===== src/rtl/melody_pkg.sv =====
`default_nettype none
// ============================================================================
//  Module   : melody_pkg
//  Purpose  : Shared definitions for the melody player: note pitches, the
//             fixed tune table, loop flags and FSM state encodings.
//             The MELODY_GAP_EN build option only affects melody_player.
//  Revision : 1.0  initial release
// ============================================================================
package melody_pkg;

    localparam int NOTE_TONE_W = 16;
    localparam int NOTE_DUR_W  = 4;

    // Half-period values in CLK cycles at 24 MHz
    localparam logic [NOTE_TONE_W-1:0] NOTE_REST  = 16'd0;
    localparam logic [NOTE_TONE_W-1:0] NOTE_DO    = 16'd11659;
    localparam logic [NOTE_TONE_W-1:0] NOTE_MI    = 16'd9253;
    localparam logic [NOTE_TONE_W-1:0] NOTE_SOL   = 16'd7782;
    localparam logic [NOTE_TONE_W-1:0] NOTE_HDO   = 16'd5827;
    localparam logic [NOTE_TONE_W-1:0] NOTE_ALARM = 16'd5192;

    // Bit n set means tune n restarts while its trigger stays high
    localparam logic [7:0] TUNE_LOOP_MASK = 8'b0000_0010;

    // dur is the last field so it occupies the low bits of the packed word
    typedef struct packed {
        logic [NOTE_TONE_W-1:0] tone;
        logic [NOTE_DUR_W-1:0]  dur;
    } note_t;

    typedef enum logic [1:0] {
        ST_IDLE = 2'd0,
        ST_PLAY = 2'd1,
        ST_GAP  = 2'd2,
        ST_HOLD = 2'd3
    } state_t;

    // Fixed tune ROM; unlisted slots and unused tunes are end markers (dur 0)
    function automatic note_t tune_note(input logic [2:0] tune, input int idx);
        note_t n;
        n = '0;
        case (tune)
            3'd0: case (idx)
                0: n = {NOTE_DO,    4'd1};
                1: n = {NOTE_MI,    4'd1};
                2: n = {NOTE_SOL,   4'd1};
                3: n = {NOTE_HDO,   4'd1};
                default: n = '0;
            endcase
            3'd1: case (idx)
                0: n = {NOTE_ALARM, 4'd2};
                1: n = {NOTE_REST,  4'd2};
                default: n = '0;
            endcase
            3'd2: case (idx)
                0: n = {NOTE_HDO,   4'd1};
                1: n = {NOTE_SOL,   4'd1};
                2: n = {NOTE_MI,    4'd1};
                3: n = {NOTE_DO,    4'd1};
                default: n = '0;
            endcase
            3'd3: case (idx)
                0: n = {NOTE_ALARM, 4'd1};
                1: n = {NOTE_REST,  4'd1};
                2: n = {NOTE_ALARM, 4'd1};
                default: n = '0;
            endcase
            default: n = '0;
        endcase
        return n;
    endfunction

    // Duration field only, used for end-marker look-ahead
    function automatic logic [NOTE_DUR_W-1:0] tune_dur(input logic [2:0] tune, input int idx);
        return NOTE_DUR_W'(tune_note(tune, idx));
    endfunction

endpackage
`default_nettype wire


===== src/rtl/tone_gen.sv =====
`default_nettype none
// ============================================================================
//  Module   : tone_gen
//  Purpose  : Square-wave divider for an active-low piezo. Half-period is
//             tone+1 cycles; tone 0 is a rest (output held at 1). load
//             restarts the wave silent with the counter cleared.
//  Revision : 1.0  initial release
// ============================================================================
module tone_gen #(
    parameter int TONE_W = 16
) (
    input  logic              CLK,
    input  logic              RESET,
    input  logic [TONE_W-1:0] tone,
    input  logic              load,
    output logic              BUZZER
);

    logic [TONE_W-1:0] cnt_q, cnt_d;
    logic              buz_q, buz_d;

    // Next counter/output: load and rests force silence, else toggle at cnt==tone
    always_comb begin
        cnt_d = cnt_q;
        buz_d = buz_q;
        if (load || (tone == '0)) begin
            cnt_d = '0;
            buz_d = 1'b1;
        end else if (cnt_q == tone) begin
            cnt_d = '0;
            buz_d = ~buz_q;
        end else begin
            cnt_d = cnt_q + TONE_W'(1);
        end
    end

    // Divider registers, silent on reset
    always_ff @(posedge CLK or posedge RESET) begin
        if (RESET) begin
            cnt_q <= '0;
            buz_q <= 1'b1;
        end else begin
            cnt_q <= cnt_d;
            buz_q <= buz_d;
        end
    end

    assign BUZZER = buz_q;

endmodule
`default_nettype wire


===== src/rtl/melody_player.sv =====
`default_nettype none
// ============================================================================
//  Module   : melody_player
//  Purpose  : Multi-tune buzzer sequencer. Priority-encoded level triggers
//             select a tune from the melody_pkg table; one-shot tunes hold
//             silent until released, looping tunes repeat while held.
//             Build option MELODY_GAP_EN inserts GAP_CYCLES of silence
//             between consecutive notes of a tune.
//  Revision : 1.0  initial release
// ============================================================================
module melody_player
    import melody_pkg::*;
#(
    parameter int NUM_TUNES   = 4,
    parameter int MAX_NOTES   = 8,
    parameter int TONE_W      = 16,
    parameter int TICK_CYCLES = 2_400_000,
    parameter int GAP_CYCLES  = 240_000
) (
    input  logic                 CLK,
    input  logic                 RESET,
    input  logic [NUM_TUNES-1:0] trig,
    output logic                 busy,
    output logic [2:0]           tune_id,
    output logic                 done,
    output logic                 BUZZER
);

    localparam int IDX_W  = $clog2(MAX_NOTES);
    localparam int TICK_W = $clog2(TICK_CYCLES + 1);

    state_t                state_q, state_d;
    logic [2:0]            tune_q, tune_d;
    logic [IDX_W-1:0]      idx_q, idx_d;
    logic                  done_q, done_d;
    logic [TICK_W-1:0]     tick_cnt_q;
    logic [NOTE_DUR_W-1:0] dur_cnt_q;

    logic       note_load;
    logic       tone_load;
    logic [7:0] trig_ext;
    logic       req_any;
    logic [2:0] req_idx;
    note_t      cur_note;
    logic       tick;
    logic       note_end;
    logic       note_last;
    logic       tune_loops;
    logic       tune_held;
    logic       gap_done;

    assign trig_ext   = 8'(trig);
    assign tune_held  = trig_ext[tune_q];
    assign tune_loops = TUNE_LOOP_MASK[tune_q];
    assign cur_note   = tune_note(tune_q, int'(idx_q));
    assign tick       = (tick_cnt_q == TICK_W'(TICK_CYCLES - 1));
    // A dur-0 slot ends the tune immediately (covers empty tunes)
    assign note_end   = (cur_note.dur == '0) ||
                        (tick && (dur_cnt_q == cur_note.dur - NOTE_DUR_W'(1)));
    // Look ahead so the done pulse follows the last note without a dead cycle
    assign note_last  = (idx_q == IDX_W'(MAX_NOTES - 1)) ||
                        (tune_dur(tune_q, int'(idx_q) + 1) == '0);

    // Priority encoder: lowest set trigger index wins
    always_comb begin
        req_any = 1'b0;
        req_idx = '0;
        for (int i = NUM_TUNES - 1; i >= 0; i--) begin
            if (trig[i]) begin
                req_any = 1'b1;
                req_idx = 3'(i);
            end
        end
    end

`ifdef MELODY_GAP_EN
    localparam int GAP_W = $clog2(GAP_CYCLES + 1);
    logic [GAP_W-1:0] gap_cnt_q;

    assign gap_done = (gap_cnt_q == GAP_W'(GAP_CYCLES - 1));

    // Inter-note silence counter, idle at zero outside GAP
    always_ff @(posedge CLK or posedge RESET) begin
        if (RESET) begin
            gap_cnt_q <= '0;
        end else if (state_q != ST_GAP) begin
            gap_cnt_q <= '0;
        end else begin
            gap_cnt_q <= gap_cnt_q + GAP_W'(1);
        end
    end
`else
    assign gap_done = 1'b0;
`endif

    // Sequencer next state: preemption, then release, then note progress
    always_comb begin
        state_d   = state_q;
        tune_d    = tune_q;
        idx_d     = idx_q;
        done_d    = 1'b0;
        note_load = 1'b0;
        if (state_q == ST_IDLE) begin
            if (req_any) begin
                state_d   = ST_PLAY;
                tune_d    = req_idx;
                idx_d     = '0;
                note_load = 1'b1;
            end
        end else if (req_any && (req_idx < tune_q)) begin
            state_d   = ST_PLAY;
            tune_d    = req_idx;
            idx_d     = '0;
            note_load = 1'b1;
        end else if (state_q == ST_HOLD) begin
            if (!tune_held) begin
                state_d = ST_IDLE;
            end
        end else if (tune_loops && !tune_held) begin
            done_d  = 1'b1;
            state_d = ST_IDLE;
        end else if (state_q == ST_PLAY) begin
            if (note_end) begin
                if (note_last) begin
                    if (tune_loops) begin
                        idx_d     = '0;
                        note_load = 1'b1;
                    end else begin
                        done_d  = 1'b1;
                        state_d = ST_HOLD;
                    end
                end else begin
                    idx_d = idx_q + IDX_W'(1);
`ifdef MELODY_GAP_EN
                    state_d = ST_GAP;
`else
                    note_load = 1'b1;
`endif
                end
            end
        end else if (gap_done) begin
            state_d   = ST_PLAY;
            note_load = 1'b1;
        end
    end

    // Tone generator restarts silent on every note load and whenever not playing
    assign tone_load = note_load || (state_d != ST_PLAY);

    // FSM and tune/note registers
    always_ff @(posedge CLK or posedge RESET) begin
        if (RESET) begin
            state_q <= ST_IDLE;
            tune_q  <= '0;
            idx_q   <= '0;
            done_q  <= 1'b0;
        end else begin
            state_q <= state_d;
            tune_q  <= tune_d;
            idx_q   <= idx_d;
            done_q  <= done_d;
        end
    end

    // Tick prescaler restarted on note load; duration counter counts ticks
    always_ff @(posedge CLK or posedge RESET) begin
        if (RESET) begin
            tick_cnt_q <= '0;
            dur_cnt_q  <= '0;
        end else begin
            if (note_load || tick) begin
                tick_cnt_q <= '0;
            end else begin
                tick_cnt_q <= tick_cnt_q + TICK_W'(1);
            end
            if (note_load) begin
                dur_cnt_q <= '0;
            end else if ((state_q == ST_PLAY) && tick) begin
                dur_cnt_q <= dur_cnt_q + NOTE_DUR_W'(1);
            end
        end
    end

    tone_gen #(
        .TONE_W (TONE_W)
    ) u_tone_gen (
        .CLK    (CLK),
        .RESET  (RESET),
        .tone   ((state_q == ST_PLAY) ? TONE_W'(cur_note.tone) : '0),
        .load   (tone_load),
        .BUZZER (BUZZER)
    );

    assign busy    = (state_q == ST_PLAY) || (state_q == ST_GAP);
    assign tune_id = tune_q;
    assign done    = done_q;

endmodule
`default_nettype wire


===== config.mk =====
export PLATFORM = sky130hd
export DESIGN_NAME = melody_player
export DESIGN_NICKNAME = d
export VERILOG_FILES = /design/src/rtl/melody_pkg.sv /design/src/rtl/tone_gen.sv /design/src/rtl/melody_player.sv
export SDC_FILE = /design/constraint.sdc
export NUM_CORES = 1
export LEC_CHECK = 0
export ABC_CLOCK_PERIOD_IN_PS = 6200
export CELL_PAD_IN_SITES_DETAIL_PLACEMENT = 0
export CELL_PAD_IN_SITES_GLOBAL_PLACEMENT = 2
export CORE_UTILIZATION = 30
export CTS_CLUSTER_DIAMETER = 40
export DETAILED_ROUTE_END_ITERATION = 16
export PLACE_DENSITY = 0.7
export SETUP_SLACK_MARGIN = 0.05
export SLEW_MARGIN = 20
export SYNTH_ARGS = -nofsm -noshare
export SYNTH_HDL_FRONTEND = slang
export SYNTH_SLANG_ARGS = --single-unit

===== constraint.sdc =====
create_clock -name CLK -period 6.2 [get_ports CLK]
set_input_delay 0.93 -clock CLK [delete_from_list [all_inputs] [get_ports CLK]]
set_output_delay 0.93 -clock CLK [all_outputs]
set_load 0.02 [all_outputs]

==> results.py <==
metrics = {
    "critical_path": {
        "reg2reg_slack_ns": 2.81,
        "rr_startpoint": "idx_q[1]",
        "path_class": "register to register",
        "startpoint": "idx_q[1]",
        "worstSetupEndpointType": "register",
        "r2r_end": "idx_q[0]",
        "required_ns": 6.41,
        "reg2reg_depth": 10,
        "startpoint_type": "register",
        "worstSetupEndpoint": "idx_q[0]",
        "crit_path_max_fanout": 10,
        "arrival_ns": 3.60,
    },
    "grt": {
        "first_global_vias": 2492,
        "grt_max_degree": 52,
        "grt-ovfl-total": 0,
        "grt_pass1_wl_um": 12540,
        "track_usage": 0.1351,
        "antenna_found_initial": 0,
    },
    "floorplan": {
        "core_area_um2": 10890,
        "die_x_um": 108.1,
        "start_util": 0.3102,
        "ios": 12,
        "die_h_um": 108.1,
        "num_rows": 38,
        "die_area_um2": 11680,
    },
    "clocking": {
        "cts_setup_buffers": 0,
        "clk_path_buf_depth": 2,
        "htree_levels": 2,
        "clock_latency_ns": 0.31,
        "hold_buffers": 0,
        "cts_tree": "built",
        "numCtsBuffers": 5,
        "cts-resized-gates": 0,
        "clockRootBuffer": "clkbuf_8",
        "cts_sinks": 51,
        "path_clk_slew_ns": 0.11,
    },
    "finish": {
        "insertedDiodeCount": 0,
        "fillers": 1147,
        "fin_nets": 387,
        "final_common_cell": "nor2_1",
        "multi_input_area_um2": 1948,
        "final_cell_mix": "56 x nor2_1, 50 x dfrtp_1, 27 x nand3_1",
        "syn2layout_area_growth_pct": 9.300,
        "seqCellArea_um2": 1277,
        "instances_no_fill": 505,
        "layout-drive-gt1-share": 0.1178,
    },
    "run": {
        "cap_violations": 0,
    },
    "timing": {
        "rsz0062_at_grt": "false",
        "finalHoldViolCount": 0,
        "worst_slew_pin_slew_ns": 0.7334,
        "tns_ns": 0,
        "max_freq_ghz": 0.2951,
        "fin_skew_ns": 0.01656,
        "finalSetupViolations": 0,
        "period_share": 0.5466,
        "min_period_ns": 3.389,
        "slew_headroom": 0.5111,
        "slew_viol_final": 0,
    },
    "power": {
        "p_int_mw": 0.7254,
        "power_density_nw_per_um2": 349.7,
        "clkPwrFrac": 0.189,
        "p_sw_frac": 0.4380,
        "pwr-share-comb": 0.487,
        "power_frac_seq": 0.324,
        "ir_drop_uv": 142.4,
        "leakagePower_nw": 1.479,
        "switching_power_mw": 0.5653,
    },
    "detailed_routing": {
        "ant_nets": 0,
        "drtIter0Drc": 65,
        "vias_per_cell": 4.921,
        "routedWlPerCell_um": 14.09,
        "routed_wl_um": 7114,
        "drtPass1Iterations": 4,
        "vias": 2485,
        "drc": 0,
    },
    "place": {
        "dpl.hpwl_um": 5004,
        "dp_cells": 497,
        "port_buffers": 10,
        "gp_congestion": 0.7207,
    },
    "status": {
        "status": "finished, final reports clean",
    },
    "synth": {
        "postSynthAreaPerCell_um2": 9.433,
        "ys_top_cells_by_area": "dfrtp_1 37%, ha_1 6.3%, nor2_1 6.2%, xor2_1 5.4%, xnor2_1 5.2%",
        "synth_seq_cells": 51,
        "synth.net_count": 381,
        "synth_cell_types": 60,
        "synth_top_area_share": 0.3705,
        "yosys_warnings": 0,
        "synth_cells": 358,
        "seq_area_frac_synth": 0.3783,
        "synth-edff-count": 0,
        "synth_area_um2": 3377,
        "yosys.area.top_type": "dfrtp_1",
        "synth-main-ff-cell": "dfrtp_1",
        "synthArstFlopShare": 1.000,
    },
    "hold_path": {
        "hp-class": "register to register",
    },
}
## logic make-up after synthesis
family | Yosys count | share of synthesized area
buf+inv | 29 | 0.04483
xor+xnor | 42 | 0.1134
compound gates | 38 | 0.09411
simple gates | 173 | 0.2797
mux | 7 | 0.02556
other cells | 1 | 0.001110
fa+ha+maj | 17 | 0.06299
flops | 51 | 0.3783
## metrics by stage
stage	power, mW	worst slack (ns)	util	instance area [um^2]	hold slack, ns
finish	1.291	2.811	0.3390	3691	0.4900
global route	1.399	2.551	0.3390	3691	0.5195
CTS	1.315	2.772	0.3390	3691	0.4922
detailed placement	1.063	2.515	0.3284	3576	0.4768
global placement	1.065	2.638	0.3284	3576	0.4775
floorplan	0.9368	3.250	-	3377	0.4549
## synthesized netlist by cell type, types with 3 or more instances
| master | n |
|---|---|
| nor3_2 | 12 |
| buf_2 | 4 |
| xnor2_1 | 20 |
| and4_1 | 3 |
| inv_1 | 16 |
| o21ai_0 | 8 |
| xor2_1 | 21 |
| ha_1 | 17 |
| a21oi_1 | 8 |
| nor3b_1 | 4 |
| nand2b_1 | 3 |
| nand4_1 | 8 |
| or3_1 | 5 |
| mux2_2 | 3 |
| mux2i_1 | 3 |
| nor2_1 | 56 |
| nor4_1 | 3 |
| nor3_1 | 11 |
| nand3_1 | 27 |
| dfrtp_1 | 50 |
| nand2_1 | 18 |
| buf_6 | 4 |
| and3_1 | 7 |
## critical path, cell delays in order (launching register included)
cell	delay, ns
dfrtp_1	0.54
inv_1	0.21
ha_1	0.30
inv_1	0.10
a311o_1	0.38
ha_1	0.23
or3_1	0.34
a21oi_1	0.18
a31oi_2	0.18
o22ai_2	0.42
mux2_2	0.39
## layer usage
metal  part of all wire  track usage  routed length [um]
met3              0.013      0.02170                  96
met4              0.011      0.03620                  78
met1               0.52       0.1900                3691
met2               0.46       0.2138                3248
met5                  0            0                   0
## flip-flops by register name, summed over array words and instances, names as in the netlist
signal             count
done                   1
dur_cnt_q              4
idx_q                  3
state_q                2
tick_cnt_q            22
tune_id                2
u_tone_gen.BUZZER      1
u_tone_gen.cnt_q      16
## power by group through the flow
stage                     Clock, mW  Combinational, mW  Sequential, mW
after global placement            0              0.640           0.425
final                         0.244              0.628           0.418
after global routing          0.268              0.705           0.426
after CTS                     0.256              0.640           0.419
after detailed placement          0              0.638           0.425
after floorplan                   0              0.532           0.405
## final cells by class
cell class | instances | share of cell area
Clock buffer | 5 | 0.01864
Clock inverter | 3 | 0.01254
Inverter | 16 | 0.01627
Multi-Input combinational cell | 278 | 0.5278
Sequential cell | 51 | 0.3461
Tap cell | 140 | 0.04746
Timing Repair Buffer | 12 | 0.03119
## worst min-delay path by stage
stage | from | to | slack [ns] | cells past startpoint
finish | tick_cnt_q[0] | tick_cnt_q[0] | 0.49 | 1
global route | tick_cnt_q[0] | tick_cnt_q[0] | 0.52 | 1
CTS | tick_cnt_q[0] | tick_cnt_q[0] | 0.49 | 1
floorplan | tick_cnt_q[0] | tick_cnt_q[0] | 0.45 | 1
detailed placement | tick_cnt_q[0] | tick_cnt_q[0] | 0.48 | 1
global placement | tick_cnt_q[0] | tick_cnt_q[0] | 0.48 | 1
(Power assumes the default switching activity.)
